[config.mk]
export PLATFORM = sky130hd
export DESIGN_NAME = instr_fetch_unit
export DESIGN_NICKNAME = d
export VERILOG_FILES = /design/src/rtl/riscv_pkg.sv /design/src/rtl/fetch_fifo.sv /design/src/rtl/instr_fetch_unit.sv
export SDC_FILE = /design/constraint.sdc
export NUM_CORES = 1
export LEC_CHECK = 0
export BUFFER_PORTS_ARGS = -buffer_cell sky130_fd_sc_hd__buf_2
export CAP_MARGIN = 20
export CORE_ASPECT_RATIO = 1.75
export CORE_MARGIN = 3
export CORE_UTILIZATION = 51
export DETAILED_ROUTE_END_ITERATION = 8
export PLACE_DENSITY = 0.76
export SLEW_MARGIN = 25
export SYNTH_ARGS = -nofsm -noshare
export SYNTH_HDL_FRONTEND = slang
export SYNTH_SLANG_ARGS = --single-unit
[constraint.sdc]
create_clock -name clk -period 3.09 [get_ports clk]
set_clock_uncertainty 0.2 [all_clocks]
set_input_delay 0.1545 -clock clk [delete_from_list [all_inputs] [get_ports clk]]
set_output_delay 0.1545 -clock clk [all_outputs]
set_load 0.01 [all_outputs]
[src/rtl/riscv_pkg.sv]
// Shared RISC-V constants, fetch FSM encodings and instruction-buffer entry type
// for the instruction fetch unit.
package riscv_pkg;

   localparam int XLEN = 32;
   localparam int ILEN = 32;

   localparam logic [6:0] OPC_BRANCH = 7'b1100011;
   localparam logic [6:0] OPC_LOAD   = 7'b0000011;
   localparam logic [6:0] OPC_STORE  = 7'b0100011;
   localparam logic [6:0] OPC_OP_IMM = 7'b0010011;
   localparam logic [6:0] OPC_OP     = 7'b0110011;

   typedef enum logic [1:0] {
      FS_RST   = 2'd0,
      FS_FETCH = 2'd1,
      FS_DRAIN = 2'd2
   } fetch_state_e;

   typedef struct packed {
      logic            pred;
      logic [XLEN-1:0] pc;
      logic [ILEN-1:0] instr;
   } ibuf_entry_t;

   // Sign-extended B-type branch offset.
   function automatic logic [XLEN-1:0] imm_b(input logic [ILEN-1:0] i);
      return {{19{i[31]}}, i[31], i[7], i[30:25], i[11:8], 1'b0};
   endfunction

endpackage

[src/rtl/fetch_fifo.sv]
// Synchronous FIFO with clear; DEPTH must be a power of two so the pointers wrap
// naturally. Push while full is accepted only together with a pop.
module fetch_fifo #(
   parameter int WIDTH = 32,
   parameter int DEPTH = 2
) (
   input  logic                       clk,
   input  logic                       rst_n,
   input  logic                       push,
   input  logic                       pop,
   input  logic                       clear,
   input  logic [WIDTH-1:0]           wdata,
   output logic [WIDTH-1:0]           rdata,
   output logic [$clog2(DEPTH+1)-1:0] count,
   output logic                       full,
   output logic                       empty
);

   localparam int AW = (DEPTH > 1) ? $clog2(DEPTH) : 1;
   localparam int CW = $clog2(DEPTH + 1);

   logic [DEPTH-1:0][WIDTH-1:0] mem_q, mem_d;
   logic [AW-1:0]               wr_ptr_q, wr_ptr_d;
   logic [AW-1:0]               rd_ptr_q, rd_ptr_d;
   logic [CW-1:0]               count_q, count_d;
   logic                        push_ok, pop_ok;

   assign empty   = (count_q == '0);
   assign full    = (count_q == CW'(DEPTH));
   assign pop_ok  = pop & ~empty;
   assign push_ok = push & (~full | pop_ok);
   assign rdata   = mem_q[rd_ptr_q];
   assign count   = count_q;

   always_comb begin
      mem_d    = mem_q;
      wr_ptr_d = wr_ptr_q;
      rd_ptr_d = rd_ptr_q;
      count_d  = count_q;
      if (clear) begin
         wr_ptr_d = '0;
         rd_ptr_d = '0;
         count_d  = '0;
      end else begin
         if (push_ok) begin
            mem_d[wr_ptr_q] = wdata;
            wr_ptr_d        = wr_ptr_q + AW'(1);
         end
         if (pop_ok) rd_ptr_d = rd_ptr_q + AW'(1);
         count_d = count_q + CW'(push_ok) - CW'(pop_ok);
      end
   end

   // Storage is reset so the read port shows zeros out of reset.
   always_ff @(posedge clk or negedge rst_n) begin
      if (!rst_n) begin
         mem_q    <= '0;
         wr_ptr_q <= '0;
         rd_ptr_q <= '0;
         count_q  <= '0;
      end else begin
         mem_q    <= mem_d;
         wr_ptr_q <= wr_ptr_d;
         rd_ptr_q <= rd_ptr_d;
         count_q  <= count_d;
      end
   end

endmodule

[src/rtl/instr_fetch_unit.sv]
// Instruction fetch: PC generation, credit-limited imem requests, in-order response
// buffering and redirect flush. Static backward-branch prediction: FETCH_STATIC_PREDICT_EN.
module instr_fetch_unit
   import riscv_pkg::*;
#(
   parameter logic [31:0] RESET_PC   = 32'h0000_0000,
   parameter int          FIFO_DEPTH = 2
) (
   input  logic        clk,
   input  logic        rst_n,
   output logic        imem_req_valid,
   input  logic        imem_req_ready,
   output logic [31:0] imem_req_addr,
   input  logic        imem_rsp_valid,
   input  logic [31:0] imem_rsp_data,
   output logic        instr_valid,
   input  logic        instr_ready,
   output logic [31:0] instr,
   output logic [31:0] instr_pc,
   output logic        instr_pred_taken,
   input  logic        redirect_valid,
   input  logic [31:0] redirect_pc
);

   localparam int CW = $clog2(FIFO_DEPTH + 1);
   localparam int SW = CW + 1;
   localparam int EW = $bits(ibuf_entry_t);

   fetch_state_e    state_q, state_d;
   logic [XLEN-1:0] pc_q, pc_d;
   logic [CW-1:0]   out_q, out_d, out_next;
   logic [CW-1:0]   disc_q, disc_d;
   logic [CW-1:0]   ibuf_cnt, tag_cnt;
   logic [SW-1:0]   credit_used;
   logic            fire, rsp_take, pop, flush, pred_hit;
   logic            ibuf_full, ibuf_empty, tag_full, tag_empty;
   logic [XLEN-1:0] tag_pc, pred_target;
   ibuf_entry_t     wr_e, rd_e;
   logic            unused_ok;

   assign fire     = imem_req_valid & imem_req_ready;
   // Responses owed to a flushed stream are dropped without touching the tag queue.
   assign rsp_take = imem_rsp_valid & (disc_q == '0) & ~redirect_valid;
   assign pop      = instr_valid & instr_ready & ~redirect_valid;
   assign out_next = out_q + CW'(fire) - CW'(imem_rsp_valid);

`ifdef FETCH_STATIC_PREDICT_EN
   assign pred_hit    = rsp_take & (imem_rsp_data[6:0] == OPC_BRANCH) & imem_rsp_data[31];
   assign pred_target = tag_pc + imm_b(imem_rsp_data);
`else
   assign pred_hit    = 1'b0;
   assign pred_target = tag_pc;
`endif

   assign flush = redirect_valid | pred_hit;

   // Only registered state feeds the request valid.
   assign credit_used    = SW'(out_q) + SW'(ibuf_cnt);
   assign imem_req_valid = (state_q == FS_FETCH) && (credit_used < SW'(FIFO_DEPTH));
   assign imem_req_addr  = pc_q;

   assign wr_e = '{pred: pred_hit, pc: tag_pc, instr: imem_rsp_data};

   fetch_fifo #(.WIDTH(XLEN), .DEPTH(FIFO_DEPTH)) u_tag_q (
      .clk   (clk),
      .rst_n (rst_n),
      .push  (fire & ~flush),
      .pop   (rsp_take),
      .clear (flush),
      .wdata (pc_q),
      .rdata (tag_pc),
      .count (tag_cnt),
      .full  (tag_full),
      .empty (tag_empty)
   );

   fetch_fifo #(.WIDTH(EW), .DEPTH(FIFO_DEPTH)) u_ibuf (
      .clk   (clk),
      .rst_n (rst_n),
      .push  (rsp_take),
      .pop   (pop),
      .clear (redirect_valid),
      .wdata (wr_e),
      .rdata (rd_e),
      .count (ibuf_cnt),
      .full  (ibuf_full),
      .empty (ibuf_empty)
   );

   assign instr_valid      = ~ibuf_empty;
   assign instr            = rd_e.instr;
   assign instr_pc         = rd_e.pc;
   assign instr_pred_taken = rd_e.pred;

   always_comb begin
      state_d = state_q;
      pc_d    = pc_q;
      out_d   = out_next;
      disc_d  = disc_q;
      if (fire) pc_d = pc_q + 32'd4;
      case (state_q)
         FS_RST:   state_d = FS_FETCH;
         FS_DRAIN: begin
            if (imem_rsp_valid && (disc_q != '0)) begin
               disc_d = disc_q - CW'(1);
               if (disc_q == CW'(1)) state_d = FS_FETCH;
            end
         end
         default: ;
      endcase
      // A taken prediction keeps the buffer but drops everything issued after the branch.
      if (pred_hit) begin
         pc_d    = pred_target;
         disc_d  = out_next;
         state_d = (out_next == '0) ? FS_FETCH : FS_DRAIN;
      end
      if (redirect_valid) begin
         pc_d    = {redirect_pc[31:2], 2'b00};
         disc_d  = out_next;
         state_d = (out_next == '0) ? FS_FETCH : FS_DRAIN;
      end
   end

   always_ff @(posedge clk or negedge rst_n) begin
      if (!rst_n) begin
         state_q <= FS_RST;
         pc_q    <= RESET_PC;
         out_q   <= '0;
         disc_q  <= '0;
      end else begin
         state_q <= state_d;
         pc_q    <= pc_d;
         out_q   <= out_d;
         disc_q  <= disc_d;
      end
   end

   assign unused_ok = ^{tag_cnt, tag_full, tag_empty, ibuf_full, redirect_pc[1:0]};

endmodule

==> summary.md <==
| Metric | Value |
|---|---|
| Outcome | finished, violations left |
| Failing checks | negative setup slack |
| Final-report max-slew violation count | 0 |
| Top FF cell, synth | dfrtp_1 |
| Clk_lat worst skew | 0.50 ns |
| Number of distinct library cells after synthesis | 46 |
| GPL Wtd Cong | 0.863 |
| Hold Crit Class | in2async |
| TritonCTS Sinks | 228 |
| Top Ports | 169 |
| GRT Util Overall | 0.217 |
| Max VDD drop | 0.695 mV |
| Pre-CTS setup slack | -0.0982 ns |
| Crit start category | flip-flop |
| TritonRoute pass-1 iters | 4 |
| Upper clock frequency limit | 323 MHz |
| Critical path launch point | u_ibuf.count[0] |
| Rel. slew slack | 0.568 |
| Post-synth EDFFs | 0 |
| Setup_tns | -0.0172 ns |
| CP Capture Type | flip-flop |
| Worst setup endpoint | state_q[1] |
| Post-route ant nets | 0 |
| Final worst slack | -0.0103 ns |
| Max-Cap Viols | 0 |
| PwrDens | 845 nW/um2 |
| Die Footprint | 22400 um2 |
| Die Y-Extent | 196 um |
| Post-Syn Area | 10500 um2 |
| Area after DPL | 11800 um2 |
| Crit path cell chain | and2_4 > fa_1 > or4b_4 > clkinv_4 > nand2_4 > ha_4 > inv_2 > ha_4 > xnor2_4 > xnor2_2 > o21ai_1 > o31ai_1 |
| Post-DP HPWL | 15.6 mm |
| Synth-to-layout area growth | 28.3% |
| Routed length per instance | 19.3 um |
| CP max FO | 7 |
| CP max stage delay | 0.62 ns |
| Largest net degree at the start of global routing | 80 |
| Synth top area cells | dfrtp_1, mux2_2, clkbuf_1, nand2_1, ha_1 |
| GRT overflow | 0 |
| H-Tree Depth | 1 |
| Count of final hold-check violations | 0 |
| Row count | 68 |
| Unrepaired setup endpoints after global routing | true |
| Post-synthesis sequential area ratio | 0.543 |
| Synth async-reset ratio | 1.00 |
| Reg2Reg Depth | 12 |
| Post-synth top cells | mux2_2, dfrtp_1, clkbuf_1 |
| Num CTS Buffers | 22 |
| Vias in the first global route | 7841 |
| R2r startpoint | u_ibuf.count[0] |
| Worst EP arrival | 3.27 ns |
| Fillcell total | 1399 |
| DR vias | 7332 |
| CORE AREA | 20000 um2 |
| Most common cell in the netlist | mux2_2 |
| #FFs+latches synth | 228 |
| Antenna diodes | 0 |
| Via density | 5.65 |
| Final setup violation count | 2 |
| Crit share post-route | 1.00 |
| Leakage | 0.00631 uW |
| Worst Path Required | 3.26 ns |
| CTS tree | yes |
| Worst Tran Pin Value | 0.647 ns |
| DR iter-0 viols | 379 |
| Clk slew on worst S/H paths | 0.07 ns |
| CTS root buf | clkbuf_16 |
| Layout cells sized above 1 | 0.509 |
| Crit path time final | 3.10 ns |
| Yosys top cell area share | 0.543 |
| Post-Route WL | 25.1 mm |
| Clk buf depth | 3 |
| Die Width | 114 um |
| DRC violations left | 0 |
| Antenna violations before repair | 0 |
| Slowest CP cell | or4b_4 |
| Number of I/O port buffers | 161 |
| NumNets Final | 1118 |
| Post-Syn Instances | 786 |
| Most used cell, CP | ha_4 |
| Average size of a mapped cell | 13.4 um2 |
| Final instance area | 13500 um2 |
| YS warnings | 0 |
| Initial Util | 0.525 |
| First-pass GRT wire length | 39.5 mm |
| Yosys top cell by area | dfrtp_1 |
| Setup CP Type | reg2reg |
| Crit Reg-Reg Endpoint | state_q[1] |
| Reg-to-reg slack, setup | -0.01 ns |
==> worst max-delay path, delay by kind of cell, from the launching register on <==
kind                       cells  cell delay, ns
DFF                            1            0.38
AOI/OAI and AO/OA              2            0.28
and+or+nand+nor                3            0.84
buffers and inverters          2            0.13
xor gates and xnor gates       2            0.28
adders and majority gates      3            0.86
==> per-stage QoR <==
stage / std cells / hold slack (ns) / power, uW / util
finish: 1298 / 0.00313 / 11400 / 0.673
global route: 1298 / 0.0355 / 12000 / 0.673
CTS: 1292 / 0.0100 / 11400 / 0.667
detailed placement: 1179 / -0.0578 / 8420 / 0.591
global placement: 1179 / -0.0604 / 8280 / 0.591
floorplan: 790 / -0.341 / 7110 / -
==> what timing repair did <==
item,in CTS,in global routing
pin swaps,5,4
buffers inserted,2,3
hold buffers,72,0
resized for setup,2,6
endpoints found under the setup margin,44,72
endpoints found under the hold margin,326,0
cloned,0,3
==> state kept, by name, summed over array words and instances (netlist names) <==
signal            flops
u_tag_q.wr_ptr_q      1
u_ibuf.rd_ptr_q       1
disc_q                2
u_tag_q.count         2
out_q                 2
u_ibuf.wr_ptr_q       1
u_tag_q.mem_q        60
state_q               2
u_ibuf.count          2
u_tag_q.rd_ptr_q      1
imem_req_addr        30
u_ibuf.mem_q        124
==> worst min path at each step <==
stage,start,end,depth (start not counted)
floorplan,rst_n,disc_q[0],0
global placement,rst_n,u_ibuf.mem_q[95],1
detailed placement,rst_n,u_ibuf.mem_q[88],1
CTS,rst_n,u_ibuf.mem_q[23],2
global route,rst_n,u_ibuf.mem_q[95],2
finish,rst_n,u_ibuf.mem_q[95],2
==> cell type report <==
class	count	area, um2	area share
multi-input combinational	497	4630	0.344
sequential	228	5710	0.424
tap	245	307	0.0228
clock buffer	32	659	0.0490
clock inverter	7	110	0.00818
inverter	16	65.1	0.00483
timing repair buffer	273	1990	0.148
==> cells by family (layout without fill, tap and decap cells) <==
logic type,count (synthesis),in the layout,share of synthesized area
compound gates,54,54,0.0342
other cells,1,5,0.000357
simple gates,129,129,0.0672
xor+xnor,19,19,0.0159
fa+ha+maj,10,10,0.0126
buf+inv,65,328,0.0262
mux,280,280,0.300
flops,228,228,0.543
==> report_power, final <==
part / internal, uW / switching (uW) / total (uW) / leakage (uW)
logic: 2210 / 1590 / 3800 / 0.00304
registers: 4100 / 636 / 4740 / 0.00289
clock network: 1730 / 1110 / 2840 / 0.000382
total: 8040 / 3340 / 11400 / 0.00631
==> metal layers <==
metal	vias up	wire length, um	GRT usage
met4	0	726	0.0612
met1	3743	9240	0.243
met5	-	0	0
li1	3335	-	-
met3	41	1540	0.0438
met2	213	13600	0.408
==> cell usage in the layout, fill, tap and decap left out, types with 7 or more instances in the layout <==
| cell | count |
|---|---|
| ha_1 | 7 |
| dlygate4sd3_1 | 72 |
| buf_2 | 160 |
| nor2_1 | 23 |
| xor2_1 | 7 |
| or4_1 | 10 |
| nand3_1 | 12 |
| mux2_2 | 277 |
| o31ai_1 | 11 |
| clkbuf_16 | 25 |
| o21ai_0 | 17 |
| xnor2_1 | 10 |
| inv_1 | 13 |
| nand2_1 | 29 |
| buf_12 | 9 |
| buf_4 | 28 |
| nand4_1 | 11 |
| dfrtp_1 | 227 |
| a31oi_1 | 16 |
Power figures use the tool's default switching activity.
